[config.mk]
export PLATFORM = sky130hd
export DESIGN_NAME = pipeline_hazard_ctrl
export DESIGN_NICKNAME = d
export VERILOG_FILES = /design/src/rtl/pipeline_hazard_ctrl.sv
export SDC_FILE = /design/constraint.sdc
export NUM_CORES = 1
export LEC_CHECK = 0
export CAP_MARGIN = 40
export CORE_ASPECT_RATIO = 1.1
export CORE_UTILIZATION = 48
export CTS_CLUSTER_SIZE = 20
export DETAILED_ROUTE_END_ITERATION = 7
export PLACE_DENSITY_LB_ADDON = 0.05
export SLEW_MARGIN = 15
export SYNTH_ARGS = -nofsm -noshare
export SYNTH_HDL_FRONTEND = slang
export SYNTH_SLANG_ARGS = --single-unit
[constraint.sdc]
create_clock -name clk -period 2.57 [get_ports clk]
set_input_delay 0.514 -clock clk [delete_from_list [all_inputs] [get_ports clk]]
set_output_delay 0.514 -clock clk [all_outputs]
set_load 0.1 [all_outputs]
[src/rtl/pipeline_hazard_ctrl.sv]
// Hazard controller for a 5-stage pipeline.
// It produces the stall, flush and forward-select controls, and it drives a
// memory-wait FSM with a timeout watchdog. It also keeps two saturating
// performance counters: stall cycles and branch-flush cycles.
module pipeline_hazard_ctrl #(
    parameter logic [1:0] LOAD_WB_SRC = 2'b01,
    parameter int         MEM_TIMEOUT = 16,
    parameter int         CNT_W       = 32
) (
    input  logic             clk,
    input  logic             rst,
    input  logic [4:0]       Rs1_D,
    input  logic [4:0]       Rs2_D,
    input  logic [4:0]       Rs1_E,
    input  logic [4:0]       Rs2_E,
    input  logic [4:0]       RD_E,
    input  logic [4:0]       RD_M,
    input  logic [4:0]       RD_W,
    input  logic             regwrite_E,
    input  logic             regwrite_M,
    input  logic             regwrite_W,
    input  logic [1:0]       wb_src_E,
    input  logic             pcsrc_E,
    input  logic             dmem_req_M,
    input  logic             dmem_ready,
    output logic             stall_F,
    output logic             stall_D,
    output logic             stall_E,
    output logic             stall_M,
    output logic             flush_D,
    output logic             flush_E,
    output logic             flush_W,
    output logic [1:0]       fwdA_E,
    output logic [1:0]       fwdB_E,
    output logic             mem_err,
    output logic [CNT_W-1:0] stall_cnt,
    output logic [CNT_W-1:0] flush_cnt
);
    // The wait counter must be able to hold values up to MEM_TIMEOUT-1.
    localparam int WC_W = (MEM_TIMEOUT < 2) ? 1 : $clog2(MEM_TIMEOUT + 1);
    localparam logic [WC_W-1:0] WC_LAST = WC_W'(MEM_TIMEOUT - 1);

    typedef enum logic [1:0] {ST_RUN, ST_MEMWAIT, ST_HALT} state_t;

    state_t           state_q, state_d;
    logic [WC_W-1:0]  wait_cnt_q, wait_cnt_d;
    logic             mem_err_q, mem_err_d;
    logic [CNT_W-1:0] stall_cnt_q, stall_cnt_d;
    logic [CNT_W-1:0] flush_cnt_q, flush_cnt_d;
    logic             branch_flush;
    logic             mw;
    logic             lu;

    // Memory wait: a request is outstanding and the memory has not completed.
    assign mw = dmem_req_M & ~dmem_ready;
    // Load-use: a load in EX writes a register that the ID instruction reads.
    // x0 is excluded.
    assign lu = regwrite_E && (wb_src_E == LOAD_WB_SRC) && (RD_E != 5'd0)
                && ((RD_E == Rs1_D) || (RD_E == Rs2_D));

    // Operand forwarding. Index 0 is operand A and index 1 is operand B.
    // MEM has priority over WB. x0 is never forwarded.
    logic [1:0][4:0] rs_e;
    logic [1:0][1:0] fwd;
    assign rs_e = {Rs2_E, Rs1_E};

    genvar gi;
    generate
        for (gi = 0; gi < 2; gi++) begin : g_fwd
            logic hit_m;
            logic hit_w;
            assign hit_m   = regwrite_M && (RD_M != 5'd0) && (RD_M == rs_e[gi]);
            assign hit_w   = regwrite_W && (RD_W != 5'd0) && (RD_W == rs_e[gi]);
            assign fwd[gi] = rst   ? 2'b00 :
                             hit_m ? 2'b10 :
                             hit_w ? 2'b01 : 2'b00;
        end
    endgenerate

    assign fwdA_E = fwd[0];
    assign fwdB_E = fwd[1];

    // Next-state and control outputs.
    // Priority is HALT, then memory wait, then branch, then load-use.
    always_comb begin
        state_d      = state_q;
        wait_cnt_d   = wait_cnt_q;
        mem_err_d    = mem_err_q;
        stall_F      = 1'b0;
        stall_D      = 1'b0;
        stall_E      = 1'b0;
        stall_M      = 1'b0;
        flush_D      = 1'b0;
        flush_E      = 1'b0;
        flush_W      = 1'b0;
        branch_flush = 1'b0;
        if (!rst) begin
            if (state_q == ST_HALT) begin
                {stall_F, stall_D, stall_E, stall_M} = 4'b1111;
                flush_W = 1'b1;
            end else if (mw) begin
                // Freeze everything up to MEM and drop a bubble into WB.
                {stall_F, stall_D, stall_E, stall_M} = 4'b1111;
                flush_W = 1'b1;
                if (state_q == ST_RUN) begin
                    if (MEM_TIMEOUT <= 1) begin
                        state_d   = ST_HALT;
                        mem_err_d = 1'b1;
                    end else begin
                        state_d    = ST_MEMWAIT;
                        wait_cnt_d = WC_W'(1);
                    end
                end else if (wait_cnt_q == WC_LAST) begin
                    state_d   = ST_HALT;
                    mem_err_d = 1'b1;
                end else begin
                    wait_cnt_d = wait_cnt_q + WC_W'(1);
                end
            end else begin
                state_d    = ST_RUN;
                wait_cnt_d = '0;
                if (pcsrc_E) begin
                    flush_D      = 1'b1;
                    flush_E      = 1'b1;
                    branch_flush = 1'b1;
                end else if (lu) begin
                    stall_F = 1'b1;
                    stall_D = 1'b1;
                    flush_E = 1'b1;
                end
            end
        end
    end

    // Saturating performance counters.
    always_comb begin
        stall_cnt_d = stall_cnt_q;
        flush_cnt_d = flush_cnt_q;
        if (stall_F && (stall_cnt_q != {CNT_W{1'b1}}))
            stall_cnt_d = stall_cnt_q + CNT_W'(1);
        if (branch_flush && (flush_cnt_q != {CNT_W{1'b1}}))
            flush_cnt_d = flush_cnt_q + CNT_W'(1);
    end

    // State, watchdog and counter registers. Reset is synchronous.
    always_ff @(posedge clk) begin
        if (rst) begin
            state_q     <= ST_RUN;
            wait_cnt_q  <= '0;
            mem_err_q   <= 1'b0;
            stall_cnt_q <= '0;
            flush_cnt_q <= '0;
        end else begin
            state_q     <= state_d;
            wait_cnt_q  <= wait_cnt_d;
            mem_err_q   <= mem_err_d;
            stall_cnt_q <= stall_cnt_d;
            flush_cnt_q <= flush_cnt_d;
        end
    end

    assign mem_err   = mem_err_q;
    assign stall_cnt = stall_cnt_q;
    assign flush_cnt = flush_cnt_q;

endmodule

# ---- Word level (Yosys, flattened, before mapping)
# Cells that the tools add are included.
dict set report word_totals {
  inputBits 45
  reg_bits 72
}
dict set report classes {
  n_eq_ne 13
  n_mux 28
  add_sub_neg 3
  n_reduce_logical 19
  bitwise 4
}
# cell n
set op_table {}
lappend op_table {{adder 32 x 1 -> 32 bit (second input constant)} 2}
lappend op_table {{inequality test 32 bit (second input constant)} 2}
lappend op_table {{== test 5 bit} 6}
lappend op_table {{two-way mux 1 bit} 18}
lappend op_table {{two-way mux 5 bit} 3}
lappend op_table {{nonzero test 5 bit} 3}
lappend op_table {{two-way mux 2 bit} 7}
lappend op_table {{logical AND 1 bit} 11}
lappend op_table {{adder 5 x 1 -> 5 bit (second input constant)} 1}
lappend op_table {{== test 5 x 4 -> 1 bit (second input constant)} 1}
lappend op_table {{AND reduction 2 bit} 2}
lappend op_table {{AND reduction 4 bit} 1}
lappend op_table {{inequality test 3 x 1 -> 1 bit (second input constant)} 1}
lappend op_table {{inequality test 3 bit (second input constant)} 1}
lappend op_table {{inverter 1 bit} 3}
lappend op_table {{== test 2 x 1 -> 1 bit (second input constant)} 1}
lappend op_table {{== test 2 bit (second input constant)} 1}
lappend op_table {{logical NOT 2 bit} 1}
lappend op_table {{bitwise AND 1 bit} 1}
lappend op_table {{logical OR 1 bit} 1}

# ---- Depth between registers and ports, before layout
# Gate-level depths: netlist (run 1).
dict set report logic_depth {
  word_depth 10
  depth_mapped 9
  mapped_depth_nobuf 7
}

# ---- Worst setup path before layout (run 1)
# Ideal clock, no wire load.
dict set report synth_timing {
  path_type {in2out}
  startpoint {input RD_M[1]}
  endpoint {output fwdA_E[0]}
  slack_ns -2.314
  path_buffers 0
  arrival_ns 4.370
  required_ns 2.056
  cell_stages 4
  path_cell_list {or4_1 -> o21ai_0 -> nor3_1 -> nor4_1}
}
dict set report synth_between {
  elab_chain_len 5
  word_cells_on_any_way 6
  classes_between {1 x eq/ne; 2 x mux; 3 x reduce/logical}
}
# item line
set synth_lines {}
lappend synth_lines {{start: declaration} 17} ;# input logic [4:0] RD_M,
lappend synth_lines {{nonzero test 5 bit} 72} ;# assign hit_m = regwrite_M && (RD_M != 5'd0) && (RD_M == rs_e[gi]);
lappend synth_lines {{logical AND 1 bit} 72}
lappend synth_lines {{logical AND 1 bit *} 72}
lappend synth_lines {{two-way mux 2 bit *} 75} ;# hit_m ? 2'b10 :
lappend synth_lines {{two-way mux 2 bit *} 74} ;# assign fwd[gi] = rst ? 2'b00 :
lappend synth_lines {{end: declaration} 33} ;# output logic [1:0] fwdA_E,
# Mark *: on every way between the ends. The rest lies on a longest branch, timed or not.

# ---- Final worst setup path (run 1)
dict set report layout_timing {
  startpoint {input RD_W[2]}
  endpoint {output fwdB_E[0]}
}
dict set report layout_between {
  elab_chain_len 6
  word_cells_on_any_way 7
  classes_between {1 x eq/ne; 3 x mux; 3 x reduce/logical}
}
# item line
set layout_lines {}
lappend layout_lines {{start: declaration} 18} ;# input logic [4:0] RD_W,
lappend layout_lines {{nonzero test 5 bit} 73} ;# assign hit_w = regwrite_W && (RD_W != 5'd0) && (RD_W == rs_e[gi]);
lappend layout_lines {{logical AND 1 bit} 73}
lappend layout_lines {{logical AND 1 bit *} 73}
lappend layout_lines {{two-way mux 1 bit *} 76} ;# hit_w ? 2'b01 : 2'b00;
lappend layout_lines {{two-way mux 2 bit *} 75}
lappend layout_lines {{two-way mux 2 bit *} 74}
lappend layout_lines {{end: declaration} 34} ;# output logic [1:0] fwdB_E,
# Marked as above.

==> impl_metrics.py, run 1 <==
metrics = {
    "drt": {
        "wl_met1_um": 4640,
        "drt_pass1_iterations": 4,
        "viasPerCell": 5.59,
        "first_iter_violations": 104,
        "drt-total-wl_um": 11500,
        "vias": 4259,
        "wl_per_cell_um": 15.1,
        "route.detailed.drc": 0,
        "highest_layer": "met4",
        "met3_length_um": 506,
        "dr_wl_met2_um": 6010,
        "ant_nets": 0,
    },
    "worst_setup_path": {
        "startpoint": "RD_W[2]",
        "critPathCapture": "fwdB_E[0]",
        "crit_required_ns": 2.06,
        "r2r_setup_slack_ns": 0.28,
        "crit_chain": "clkbuf_2 > or4_1 > o211ai_1 > or4_4 > nor4_4 > buf_12",
        "crit_buf_inv": 2,
        "timing.rr.end": "stall_cnt[20]$_SDFFE_PP0P_",
        "worstSetupPathType": "in2out",
        "endpoint_kind": "output pin",
        "critPathMaxFanout": 3,
        "cp-start-kind": "input pin",
        "crit_family": "simple AND/OR/NAND/NOR gates",
        "worst-path-stages": 6,
        "slowest_delay_ns": 0.55,
        "reg2reg_from": "stall_cnt[0]$_SDFFE_PP0P_",
        "arrival_ns": 2.02,
        "cp_slowest_cell": "or4_4",
        "r2r_cells": 7,
    },
    "die": {
        "row_count": 35,
        "io_pins": 121,
        "die_area_um2": 9000,
        "die_width_um": 90.6,
        "initial_core_util": 0.495,
        "core_um2": 8360,
        "die_h_um": 99.4,
    },
    "placement": {
        "placedCellCount": 734,
        "place_hpwl_um": 8260,
        "place.port_buffers": 120,
        "gp_congestion": 0.827,
        "post_dp_cell_area_um2": 5750,
    },
    "power": {
        "p_per_area_nw_per_um2": 389,
        "p_total_mw": 2.35,
        "vdd_drop_max_v": 0.000258,
        "leakage_nw": 2.36,
    },
    "cells_and_area": {
        "nets": 695,
        "stdcell_area_um2": 6040,
        "area_delta_synth_final_pct": 46.0,
        "fin_cells": 762,
        "drive_gt1_frac": 0.355,
        "n_fill_cell": 702,
        "antenna_cells": 0,
        "final_core_utilization": 0.723,
    },
    "run": {
        "drv_cap": 0,
    },
    "timing": {
        "setup-violations-final": 0,
        "hold_viol_final": 0,
        "max_clock_freq_mhz": 395,
        "slew_headroom": 0.541,
        "rsz0062_at_grt": "false",
        "finalCritPeriodShare": 0.984,
        "fin_skew_ns": 0.0110,
        "hold_slack_ns": 0.478,
        "tightest_slew_ns": 0.688,
        "post-route-min-period_ns": 2.53,
        "slew_violations": 0,
    },
    "yosys": {
        "synth.largest_area_cell": "dfxtp_1",
        "syn_nets": 541,
        "synth_edf_count": 0,
        "ys.flop_type": "dfxtp_1",
        "ys_ff_latch": 72,
        "synth_top_area_share": 0.348,
        "ys_seq_area_frac": 0.348,
        "synth_top_family_by_area": "simple AND/OR/NAND/NOR gates",
        "synthAdderAreaFrac": 0.0121,
        "syn_area_um2": 4140,
        "async_reset_ff_frac": 0,
        "synth_compound_area_frac": 0.139,
        "synth_cell_types": 59,
        "synth-xor-area-share": 0.114,
        "synth_cells": 492,
        "synth-simple-area-share": 0.324,
        "yosysWarnings": 0,
        "synthMuxAreaShare": 0.0181,
        "synth_area_leaders": "dfxtp_1, xnor2_1, xor2_1",
        "syn_avg_cell_area_um2": 8.42,
    },
    "clock_network": {
        "cts.sinks": 72,
        "clkLatencyLatePin_ns": 0.35,
        "ctsRootBufferMaster": "clkbuf_8",
        "numCtsBuffers": 9,
        "clk_pin_slew_worst_paths_ns": 0.08,
        "cts_tree": "yes",
        "clk_path_buf_depth": 2,
        "htreeDepth": 3,
    },
    "grt": {
        "grt_max_degree": 65,
        "overflow": 0,
        "grt_usage": 0.256,
        "grt_pass1_vias": 4061,
        "grt_pass1_wl_um": 18700,
        "grt_antenna_before_repair": 0,
    },
    "status": {
        "outcome": "complete, no violations",
    },
    "worst_hold_path": {
        "hold_path.class": "reg2reg",
    },
}
==> cells in the mapped netlist (4+ instances only) <==
| cell type | n |
|---|---|
| a21oi_1 | 37 |
| and2_1 | 4 |
| and3_1 | 10 |
| buf_4 | 7 |
| clkbuf_1 | 9 |
| dfxtp_1 | 72 |
| ha_1 | 4 |
| inv_1 | 16 |
| nand2_1 | 31 |
| nand3_1 | 31 |
| nand4_1 | 23 |
| nor2_1 | 43 |
| nor2b_1 | 4 |
| nor3_1 | 7 |
| nor3_2 | 5 |
| nor4_1 | 9 |
| o21ai_0 | 21 |
| o31ai_1 | 10 |
| o41ai_1 | 4 |
| or3_1 | 21 |
| or4_1 | 14 |
| xnor2_1 | 27 |
| xor2_1 | 27 |
==> worst min path at each step <==
stage                     slack, ns                          to                        from  cells past startpoint
after floorplan                0.47  wait_cnt_q[3]$_SDFFE_PP0P_  wait_cnt_q[3]$_SDFFE_PP0P_                      2
after global placement         0.46  flush_cnt[19]$_SDFFE_PP0P_  flush_cnt[19]$_SDFFE_PP0P_                      1
after detailed placement       0.46  flush_cnt[19]$_SDFFE_PP0P_  flush_cnt[19]$_SDFFE_PP0P_                      1
after CTS                      0.48  flush_cnt[19]$_SDFFE_PP0P_  flush_cnt[19]$_SDFFE_PP0P_                      1
after global routing           0.49  flush_cnt[19]$_SDFFE_PP0P_  flush_cnt[19]$_SDFFE_PP0P_                      1
final                          0.48  flush_cnt[19]$_SDFFE_PP0P_  flush_cnt[19]$_SDFFE_PP0P_                      1
==> per-stage QoR <==
step,TNS (ns),setup slack (ns)
2_1_floorplan,-0.631,-0.312
3_3_place_gp,-2.70,-0.250
3_5_place_dp,-5.91,-0.360
4_1_cts,0,0.00230
5_1_grt,0,0.000914
6_report,0,0.0406
==> worst register-to-register path: cells and delay by family, from the launching register on <==
kind / cells / cell delay (ns)
AND/OR/NAND/NOR: 4 / 1.12
flip-flops: 1 / 0.37
AO/OA/AOI/OAI: 2 / 0.53
adder cells (fa/ha/maj): 1 / 0.19
==> cells in the final DEF, fill, tap and decap left out, types with 4 or more instances in the layout <==
master	count
a21oi_1	37
and2_1	4
and3_1	10
buf_12	13
buf_2	7
buf_4	105
clkbuf_8	9
clkdlybuf4s50_1	9
clkinvlp_4	4
dfxtp_1	39
dfxtp_2	33
dlygate4sd2_1	15
dlymetal6s2s_1	5
ha_1	4
inv_1	15
nand2_1	31
nand3_1	30
nand4_1	23
nor2_1	42
nor2b_1	4
nor3_1	5
nor3_2	5
nor4_2	4
nor4_4	6
o21ai_0	20
o31ai_1	10
o41ai_1	4
or3_1	21
or4_1	10
or4_4	5
xnor2_1	24
xor2_1	27
==> layout make-up <==
cell class	count	area, um2	share of cell area
multi-input cells	381	2700	0.447
flip-flops and latches	72	1480	0.245
repair buffers	164	1460	0.241
well taps	111	139	0.0230
clock buffers	9	124	0.0205
inverters	18	73.8	0.0122
clock inverters	7	62.6	0.0104
==> registers in the layout (all words and copies together), names as in the netlist <==
register and flops:
flush_cnt 32, mem_err 1, state_q 2, stall_cnt 32
wait_cnt_q 5
==> repair_timing <==
action	4_1_cts	5_1_grt
pin swaps	24	9
buffers inserted	12	0
endpoints found under the setup margin	7	17
resized for setup	63	18
hold buffers	0	0
==> cells by family (layout without fill, tap and decap cells) <==
family,count (synthesis),after routing
and+or+nand+nor,224,224
buffers and inverters,39,198
xor gates and xnor gates,54,54
DFF,72,72
adders and majority gates,4,4
muxes,7,7
AOI/OAI and AO/OA,92,92
==> where the power goes <==
group	switching (mW)	internal, mW
logic	0.198	0.165
clock network	0.493	0.370
registers	0.00595	1.12
total	0.697	1.65
==> routing by layer <==
metal,vias up,track usage
li1,2109,-
met1,2014,0.283
met2,113,0.473
met3,23,0.0413
met4,0,0.130
met5,-,0
(Power assumes the default switching activity.)
==> run 2, diff against run 1 <==
- CAP_MARGIN: 40 -> 20
==> results of run 2 <==
Final layout, timing and power as in run 1 (identical DEF).
==> run 3, diff against run 2 <==
- CORE_ASPECT_RATIO: 1.1 -> default
==> run 3 against run 2 <==
- the run now ends with setup timing left
- cell area grew 0.77%
- global-route usage down 0.22 points
- sequential share of layout area shrank 0.21 points
- clock skew grew 0.0039 ns
- sequential cell count did not move
- maximum frequency is 2.1% lower
- largest power group unchanged
==> impl_metrics.py, run 3 (same netlist as run 1, synthesis figures left out) <==
metrics = {
    "status": {
        "outcome": "finished, violations left",
        "violations": "setup timing",
    },
    "clock_network": {
        "clkLatencyLatePin_ns": 0.34,
        "clk_path_buf_depth": 2,
        "ctsRootBufferMaster": "clkbuf_8",
        "clk_pin_slew_worst_paths_ns": 0.08,
        "numCtsBuffers": 9,
        "cts_hold_buf": 0,
        "cts_tree": "yes",
        "cts.sinks": 72,
        "htreeDepth": 3,
    },
    "worst_setup_path": {
        "worstSetupPathType": "in2out",
        "critPathCapture": "flush_E",
        "endpoint_kind": "output pin",
        "startpoint": "RD_E[3]",
        "cp_slowest_cell": "nor4_4",
        "crit_top_cell": "nor2_2",
        "timing.rr.end": "stall_cnt[14]$_SDFFE_PP0P_",
        "arrival_ns": 2.07,
        "crit_required_ns": 2.06,
        "cp-start-kind": "input pin",
        "slowest_delay_ns": 0.32,
        "r2r_setup_slack_ns": 0.27,
        "r2r_cells": 7,
        "crit_chain": "clkdlybuf4s15_1 > buf_4 > xnor2_2 > nand2_1 > o22a_1 > nor2_2 > nor2_2 > nor4_4 > buf_12",
        "critPathMaxFanout": 2,
        "reg2reg_from": "stall_cnt[1]$_SDFFE_PP0P_",
    },
    "timing": {
        "setup_tns_ns": -0.0132,
        "hold_viol_final": 0,
        "max_clock_freq_mhz": 387,
        "slew_violations": 0,
        "finalCritPeriodShare": 1.01,
        "setup_slack_ns": -0.0132,
        "slew_headroom": 0.644,
        "post-route-min-period_ns": 2.58,
        "rsz0062_at_grt": "true",
        "fin_skew_ns": 0.0149,
        "setup-violations-final": 1,
        "tightest_slew_ns": 0.530,
    },
    "grt": {
        "grt_usage": 0.254,
        "grt_pass1_vias": 4079,
        "grt_max_degree": 29,
        "overflow": 0,
        "grt_pass1_wl_um": 18100,
        "grt_antenna_before_repair": 0,
    },
    "placement": {
        "place.port_buffers": 120,
        "gp_congestion": 0.828,
        "place_hpwl_um": 8360,
        "post-place-ws_ns": -0.334,
    },
    "power": {
        "clockPowerShare": 0.402,
        "p_int_mw": 1.83,
        "p_per_area_nw_per_um2": 406,
        "swShare": 0.262,
        "leakage_nw": 2.47,
        "power_frac_comb": 0.143,
        "vdd_drop_max_v": 0.000360,
        "netSwitchingPower_mw": 0.647,
        "p_total_mw": 2.47,
        "pwr-share-seq": 0.454,
    },
    "cells_and_area": {
        "nets": 694,
        "multi_input_area_um2": 2710,
        "final_cell_mix": "buf_4, nor2_1, dfxtp_1",
        "drive_gt1_frac": 0.354,
        "n_fill_cell": 636,
        "layout_commonest_cell": "buf_4",
        "antenna_cells": 0,
        "seq_area_um2": 1480,
        "area_delta_synth_final_pct": 47.1,
    },
    "worst_hold_path": {
        "hold_depth": 1,
        "hold_path.class": "reg2reg",
    },
    "die": {
        "die_area_um2": 9000,
        "die_width_um": 94.9,
        "initial_core_util": 0.499,
        "row_count": 33,
        "io_pins": 121,
        "die_h_um": 94.9,
        "core_um2": 8300,
    },
    "drt": {
        "route.detailed.drc": 0,
        "drt-total-wl_um": 11300,
        "drt_pass1_iterations": 5,
        "ant_nets": 0,
        "vias": 4297,
        "first_iter_violations": 238,
        "viasPerCell": 5.69,
        "wl_per_cell_um": 14.9,
    },
    "run": {
        "drv_cap": 0,
    },
}
[run 3: through the flow]
| step | cells | utilization | hold slack (ns) | instance area (um2) |
|---|---|---|---|---|
| after floorplan | 492 | - | 0.472 | 4320 |
| after global placement | 732 | 0.695 | 0.454 | 5770 |
| after detailed placement | 732 | 0.695 | 0.467 | 5770 |
| after CTS | 752 | 0.726 | 0.480 | 6030 |
| after global routing | 755 | 0.734 | 0.517 | 6090 |
| final | 755 | 0.734 | 0.477 | 6090 |
[run 3: area by class of cell]
cell class | instances | area share
Multi-Input combinational cell | 381 | 0.445
Sequential cell | 72 | 0.243
Timing Repair Buffer | 163 | 0.242
Tap cell | 105 | 0.0216
Clock buffer | 9 | 0.0203
Clock inverter | 7 | 0.0156
Inverter | 18 | 0.0121
[run 3: metal layers]
metal / vias up / GRT usage / routed length, um / share of wire
li1: 2106 / - / - / -
met1: 2038 / 0.305 / 4730 / 0.42
met2: 138 / 0.460 / 5870 / 0.52
met3: 15 / 0.0411 / 483 / 0.043
met4: 0 / 0.0770 / 188 / 0.017
met5: - / 0 / 0 / 0
[run 3: power by group through the flow]
stage / registers, mW / clock network (mW) / logic, mW
after global placement: 1.15 / 0 / 0.342
after global routing: 1.13 / 1.05 / 0.376
after CTS: 1.12 / 1.01 / 0.350
final: 1.12 / 0.995 / 0.354
after detailed placement: 1.15 / 0 / 0.347
after floorplan: 1.16 / 0 / 0.167
[run 3: critical path: cells and delay by family]
kind / cells / cell delay (ns)
xor gates and xnor gates: 1 / 0.13
AOI/OAI and AO/OA: 1 / 0.25
buffers and inverters: 3 / 0.56
and+or+nand+nor: 4 / 0.61
[run 3: repair_timing]
| item | 4_1_cts | 5_1_grt |
|---|---|---|
| pin swaps | 8 | 23 |
| buffers inserted | 4 | 4 |
| resized for setup | 45 | 34 |
| setup endpoints to repair | 7 | 10 |
| endpoints found under the hold margin | 0 | 0 |
[run 3: worst min path at each step]
stage,from,endpoint,slack [ns]
floorplan,wait_cnt_q[3]$_SDFFE_PP0P_,wait_cnt_q[3]$_SDFFE_PP0P_,0.47
global placement,flush_cnt[19]$_SDFFE_PP0P_,flush_cnt[19]$_SDFFE_PP0P_,0.45
detailed placement,flush_cnt[19]$_SDFFE_PP0P_,flush_cnt[19]$_SDFFE_PP0P_,0.47
CTS,flush_cnt[19]$_SDFFE_PP0P_,flush_cnt[19]$_SDFFE_PP0P_,0.48
global route,flush_cnt[1]$_SDFFE_PP0P_,flush_cnt[1]$_SDFFE_PP0P_,0.52
finish,flush_cnt[19]$_SDFFE_PP0P_,flush_cnt[19]$_SDFFE_PP0P_,0.48
